$ cat src/rtl/memprog_arbiter.sv
// rtl/memprog_arbiter.sv - two-port read arbiter in front of an asynchronous-read program memory
//
// Purpose:
//   Shares one asynchronous-read program memory between a CPU fetch port and
//   a debug/dump reader port. A request is granted combinationally in the
//   cycle it is presented. The memory word is captured into the winner's
//   data register at the next rising edge. The matching valid strobe is high
//   for exactly the following cycle.
//
// Configuration macro:
//   MEMPROG_ARBITER_RR_EN
//     defined   : round-robin arbitration with a 1-bit last-grant pointer.
//     undefined : fixed CPU priority, with a 4-bit starvation counter that
//                 lets debug win once it has been denied MAX_WAIT cycles.
//
// Parameters:
//   AW        program-memory word-address width
//   DW        program-memory data width
//   MAX_WAIT  starvation limit for fixed-priority mode (1..15)
//
// Ports:
//   clk        rising-edge clock
//   reset_n    asynchronous active-low reset
//   cpu_req    CPU fetch request (held with cpu_addr until cpu_gnt)
//   cpu_addr   CPU fetch word address
//   cpu_gnt    CPU request accepted this cycle
//   cpu_valid  cpu_data holds the word for the previous CPU grant
//   cpu_data   registered CPU read data
//   dbg_req    debug request (held with dbg_addr until dbg_gnt)
//   dbg_addr   debug word address
//   dbg_gnt    debug request accepted this cycle
//   dbg_valid  dbg_data holds the word for the previous debug grant
//   dbg_data   registered debug read data
//   mem_a      address to program memory (0 when nothing is granted)
//   mem_rd     program-memory read data, combinational from mem_a

module memprog_arbiter #(
  parameter int AW       = 10,
  parameter int DW       = 32,
  parameter int MAX_WAIT = 8
) (
  input  logic          clk,
  input  logic          reset_n,

  input  logic          cpu_req,
  input  logic [AW-1:0] cpu_addr,
  output logic          cpu_gnt,
  output logic          cpu_valid,
  output logic [DW-1:0] cpu_data,

  input  logic          dbg_req,
  input  logic [AW-1:0] dbg_addr,
  output logic          dbg_gnt,
  output logic          dbg_valid,
  output logic [DW-1:0] dbg_data,

  output logic [AW-1:0] mem_a,
  input  logic [DW-1:0] mem_rd
);

  // Set when debug should win a cycle in which both ports request.
  logic dbg_wins;

`ifdef MEMPROG_ARBITER_RR_EN

  // Last-grant pointer: 1 = debug was granted last. It resets to debug, so
  // the CPU wins the first conflict after reset.
  logic last_dbg;

  assign dbg_wins = ~last_dbg;

  always_ff @(posedge clk or negedge reset_n) begin
    if (!reset_n) begin
      last_dbg <= 1'b1;
    end else if (cpu_gnt) begin
      last_dbg <= 1'b0;
    end else if (dbg_gnt) begin
      last_dbg <= 1'b1;
    end
  end

`else

  localparam logic [3:0] WAIT_LIMIT = 4'(MAX_WAIT);

  // Counts consecutive cycles in which debug asked and lost. It cannot climb
  // past WAIT_LIMIT while debug keeps requesting, because reaching the limit
  // hands debug the next grant. The saturation guard only covers an
  // out-of-range MAX_WAIT.
  logic [3:0] wait_cnt;

  assign dbg_wins = (wait_cnt == WAIT_LIMIT);

  always_ff @(posedge clk or negedge reset_n) begin
    if (!reset_n) begin
      wait_cnt <= 4'd0;
    end else if (!dbg_req || dbg_gnt) begin
      wait_cnt <= 4'd0;
    end else if (wait_cnt != 4'hF) begin
      wait_cnt <= wait_cnt + 4'd1;
    end
  end

`endif

  // Grants are gated by reset_n directly, so they drop the moment reset is
  // asserted instead of waiting for a clock edge.
  always_comb begin
    cpu_gnt = 1'b0;
    dbg_gnt = 1'b0;
    if (reset_n) begin
      if (cpu_req && dbg_req) begin
        cpu_gnt = ~dbg_wins;
        dbg_gnt = dbg_wins;
      end else begin
        cpu_gnt = cpu_req;
        dbg_gnt = dbg_req;
      end
    end
  end

  always_comb begin
    mem_a = '0;
    if (cpu_gnt) begin
      mem_a = cpu_addr;
    end else if (dbg_gnt) begin
      mem_a = dbg_addr;
    end
  end

  // Read return path: capture on the grant edge, then pulse valid for one
  // cycle. Reset clears valid, which discards any read still in flight.
  always_ff @(posedge clk or negedge reset_n) begin
    if (!reset_n) begin
      cpu_valid <= 1'b0;
      cpu_data  <= '0;
    end else begin
      cpu_valid <= cpu_gnt;
      if (cpu_gnt) begin
        cpu_data <= mem_rd;
      end
    end
  end

  always_ff @(posedge clk or negedge reset_n) begin
    if (!reset_n) begin
      dbg_valid <= 1'b0;
      dbg_data  <= '0;
    end else begin
      dbg_valid <= dbg_gnt;
      if (dbg_gnt) begin
        dbg_data <= mem_rd;
      end
    end
  end

endmodule

$ cat config.mk
export PLATFORM = sky130hd
export DESIGN_NAME = memprog_arbiter
export DESIGN_NICKNAME = d
export VERILOG_FILES = /design/src/rtl/memprog_arbiter.sv
export SDC_FILE = /design/constraint.sdc
export NUM_CORES = 1
export LEC_CHECK = 0
export ABC_AREA = 1
export CORE_MARGIN = 1.5
export CORE_UTILIZATION = 40
export DETAILED_ROUTE_END_ITERATION = 10
export PLACE_DENSITY = 0.77
export SETUP_SLACK_MARGIN = 0.2
export SYNTH_ARGS = -nofsm -noshare
export SYNTH_HDL_FRONTEND = slang
export SYNTH_SLANG_ARGS = --single-unit
$ cat constraint.sdc
create_clock -name clk -period 1.55 [get_ports clk]
set_input_delay 0.2325 -clock clk [delete_from_list [all_inputs] [get_ports clk]]
set_output_delay 0.2325 -clock clk [all_outputs]
set_load 0.05 [all_outputs]
Word-level counts from Yosys, hierarchy flattened
Index checks and enable logic that the tools add are counted.

storage, ports and cells
  register bits after elaboration = 70
  word-level logic and storage cells = 21
  output and inout port bits = 78
  input bits = 56

operators by class
  mux-type cells = 8
  equal/unequal tests = 2
  reduce and logical (&&, ||, !) cells = 4
  bitwise operators = 1
  add/sub/neg operators = 1

operator list
  operator                                      number
  two-way mux 10 bit                            2
  two-way mux 4 bit                             2
  adder 4 x 1 -> 4 bit, second input constant   1
  equality test 4 bit, second input constant    1
  two-way mux 1 bit                             4
  inequality test 4 bit, second input constant  1
  nonzero test 2 bit                            1
  logical AND 1 bit                             1
  zero test 1 bit                               1
  logical OR 1 bit                              1
  NOT 1 bit                                     1

Depth between registers and ports, before layout
  word-level depth = 5
  gate-level depth with buffers = 8
  gate-level depth less buffers = 7

Least setup slack after synthesis
No wires, ideal clock.

  path type = reg-to-output
  start point = reg wait_cnt[0]
  end point = out mem_a[5]
  stages on the path, launching flop included = 6
  setup slack = -0.634 ns
  required time = 1.317 ns
  arrival = 1.952 ns
  path buffers = 0
  path through = dfrtp_1 -> inv_1 -> ha_1 -> nand4_2 -> nand2_2 -> o21ai_0

on the way
  cells in the longest elaborated chain, start to end = 5
  elaborated cells between the ends (all ways) = 8
  those cells by class = 1 x eq/ne; 6 x mux; 1 x bitwise

ends and longest elaborated chain
  element                                                  line      RTL
  start: declaration                                       90        logic [3:0] wait_cnt;
  start signal: assignment                                 100       wait_cnt <= wait_cnt + 4'd1;
  equality test 4 bit (*)                                  92        assign dbg_wins = (wait_cnt == WAIT_LIMIT);
  two-way mux 1 bit or NOT 1 bit (tied branches)           112, 113
  two-way mux 1 bit (on tied branches)                     111, 112
  two-way mux 10 bit or two-way mux 1 bit (tied branches)  126, 111
  two-way mux 10 bit (*)                                   124       if (cpu_gnt) begin
  end: declaration                                         57        output logic [AW-1:0] mem_a,

Every way passes the cells marked *; elsewhere a longest branch is shown, timed or not.

Worst setup path in the final report
  start point = reg wait_cnt[0]
  end point = out mem_a[3]

The elaborated chain is that of the path after synthesis.

==> metrics.txt <==
status complete, but fails checks; failing checks negative setup slack; worst setup margin -314.6 ps; Max Freq 536.3 MHz; number of fill cells 469; TritonCTS clock tree yes; critical path type reg2out; Distinct cells, synth 19; Layout Utilization 77.28%; total track usage 24.39%; n_diodes 0; final count of pins violating max slew 0; Hold WS 49.91 ps; VDD IR max 0.9464 mV; gr ovfl total 0; post-synthesis sequential area ratio 58.48%; Yosys Warn Count 0; cell count after synthesis 349; Placed Area 4708 um^2; slowest stage delay, CP 390 ps; DR WL/cell 17.24 um; multi-input logic area 1560 um^2; Final Instance Area 5605 um^2; Pleak 2.772 nW; initial antenna violation count 0; Clock Sink Count 70; Worst setup EP type output pin; min-delay worst type in2async; PD cells 1057 nW/um^2; total area of sequential cells 1752 um^2; FF-to-FF setup slack 0 ps; # nets final 578; Seq cells post-synth 70; vias 3,149; detailed-route DRC error count 0; placed insts 587; Port-buffer cells 133; clk buf depth 2; layout cells sized above 1 44.19%; Final Hold Fails 0; most used cell, CP nand3_4; Worst Reg2Reg Path Length in Cells 10; Worst Skew 8.457 ps; sum of buffers and inverters on the critical path 3; CTS buffer count 9; post-DP HPWL 6.650 mm; total wire length 10.76 mm; die area 8017 um^2; DR vias/cell 5.046; initial core utilization 41.30%; 1st-iter DRT viols 112; Syn-to-layout area delta 87.13%; I/O pin count 134; post-synth net total 407; DRT antenna net count 0; number of global-route vias before repair 2,981; Worst setup SP type flop; CP max-delay cell dfrtp_1; Critical Path AT 1630 ps; RSZ-0062 raised after global routing true; latest clock arrival within the worst-skew pair 340 ps; reg2reg start wait_cnt[0]; Final Setup Violations 14; Synth Area per Inst 8.583 um^2; delay-heaviest family, CP flip-flops; Reg2Reg Capture Point dbg_data[31]; first-pass GRT wire length 14.54 mm; DRT Pass-1 Iters 7; final std cells w/o fill 624; gpl congestion 0.8117; crit-path cells inv_2, ha_4, nand3_4, nand2_4, buf_8, nand3_4, o21ai_4, buf_12; Die Span Y 89.54 um; die width 89.54 um; CTS clk-pin slew, worst paths 80 ps; Max-slew headroom 65.79%; max cap viols 0; Netlist Area Pre-Place 2995 um^2; Worst-Margin Slew 513.1 ps; CP max FO 5; Tmin final 1865 ps; Worst Path Required 1320 ps; cell chosen for the clock root clkbuf_8; largest net degree at the start of global routing 42; total power 5.925 mW; core box area 7253 um^2; Rows 31; Tcrit/Tclk final 120.3%; htree depth 3
[registers in the layout, indices dropped and copies added (netlist names)]
name,flops
cpu_data,32
cpu_valid,1
dbg_data,32
dbg_valid,1
wait_cnt,4
[metrics by stage]
stage / TNS, ps / setup WS (ps)
2_1_floorplan: 0 / 48.10
3_3_place_gp: -6306 / -203.1
3_5_place_dp: -8552 / -259.4
4_1_cts: -3509 / -312.2
5_1_grt: -5081 / -372.3
6_report: -3536 / -314.6
[area by class of cell]
class	count	share of cell area [%]
clock buffer	11	2.701
sequential	70	31.25
timing repair buffer	181	33.95
multi-input combinational	238	27.83
tap	99	2.210
clock inverter	5	0.6027
inverter	20	1.451
[Yosys cell counts]
cell	count	area [um^2]
nand2_1	134	503.0
nand3_1	78	390.4
dfrtp_1	70	1752
inv_1	17	63.81
buf_4	8	60.06
buf_2	7	35.03
nor2_1	7	26.28
o21ai_1	7	35.03
clkbuf_1	4	15.01
o21ai_0	4	20.02
buf_1	2	7.510
ha_1	2	25.02
inv_2	2	7.510
nand2_2	2	12.51
clkinv_1	1	3.750
nand2_4	1	11.26
nand4_1	1	6.260
nand4_2	1	12.51
xor2_1	1	8.760
[per-layer routing]
metal | global-route usage [%] | routed length, um | vias up
met5 | 0 | 0 | -
met4 | 8.531 | 228 | 0
met3 | 4.709 | 849 | 19
met2 | 43.20 | 5592 | 145
met1 | 29.66 | 4087 | 1522
li1 | - | - | 1463
[logic make-up after synthesis]
group	count (synthesis)	share of synthesized area (%)
XOR/XNOR	1	0.2925
adder cells (fa/ha/maj)	2	0.8353
flip-flops	70	58.48
buffers and inverters	41	6.433
AO/OA/AOI/OAI	11	1.838
AND/OR/NAND/NOR	224	32.12
[layout by cell type, fill, tap and decap left out, drive strengths merged]
master / Yosys / routed
nand2: 137 / 137
buf: 17 / 122
nand3: 78 / 78
dfrtp: 70 / 70
clkdlybuf4s50: 0 / 54
inv: 19 / 18
clkbuf: 4 / 13
o21ai: 11 / 11
nor2: 7 / 7
clkinv: 1 / 4
clkinvlp: 0 / 3
ha: 2 / 2
bufbuf: 0 / 2
nand4: 2 / 2
xor2: 1 / 1
dlygate4sd3: 0 / 1
[worst max path at each step]
| stage | from | to | depth (start not counted) | slack, ps |
|---|---|---|---|---|
| final | wait_cnt[0] | mem_a[3] | 8 | -310 |
| after global routing | wait_cnt[0] | mem_a[5] | 8 | -370 |
| after CTS | wait_cnt[0] | mem_a[3] | 8 | -310 |
| after detailed placement | dbg_req | wait_cnt[3] | 8 | -260 |
| after global placement | dbg_req | wait_cnt[2] | 8 | -200 |
| after floorplan | wait_cnt[1] | mem_a[0] | 6 | 50 |
[report_power, final]
group | total [mW] | switching (mW) | internal, mW
sequential | 2.24 | 0.160 | 2.08
combinational | 2.32 | 1.52 | 0.808
clock | 1.36 | 0.698 | 0.665
total | 5.93 | 2.38 | 3.55
[repair_timing]
action	4_1_cts	5_1_grt
cloned	4	4
setup endpoints to repair	66	80
hold endpoints to repair	24	0
hold buffers	1	0
buffers inserted	8	4
pin swaps	4	39
gates resized for setup	30	78
[worst register-to-register path, delay by kind of cell, from the launching register on]
kind	cells	cell delay [ps]
adders and majority gates	1	170
buffers and inverters	5	570
DFF	1	390
and+or+nand+nor	4	370
No activity file was read; power rests on OpenSTA's default activity.
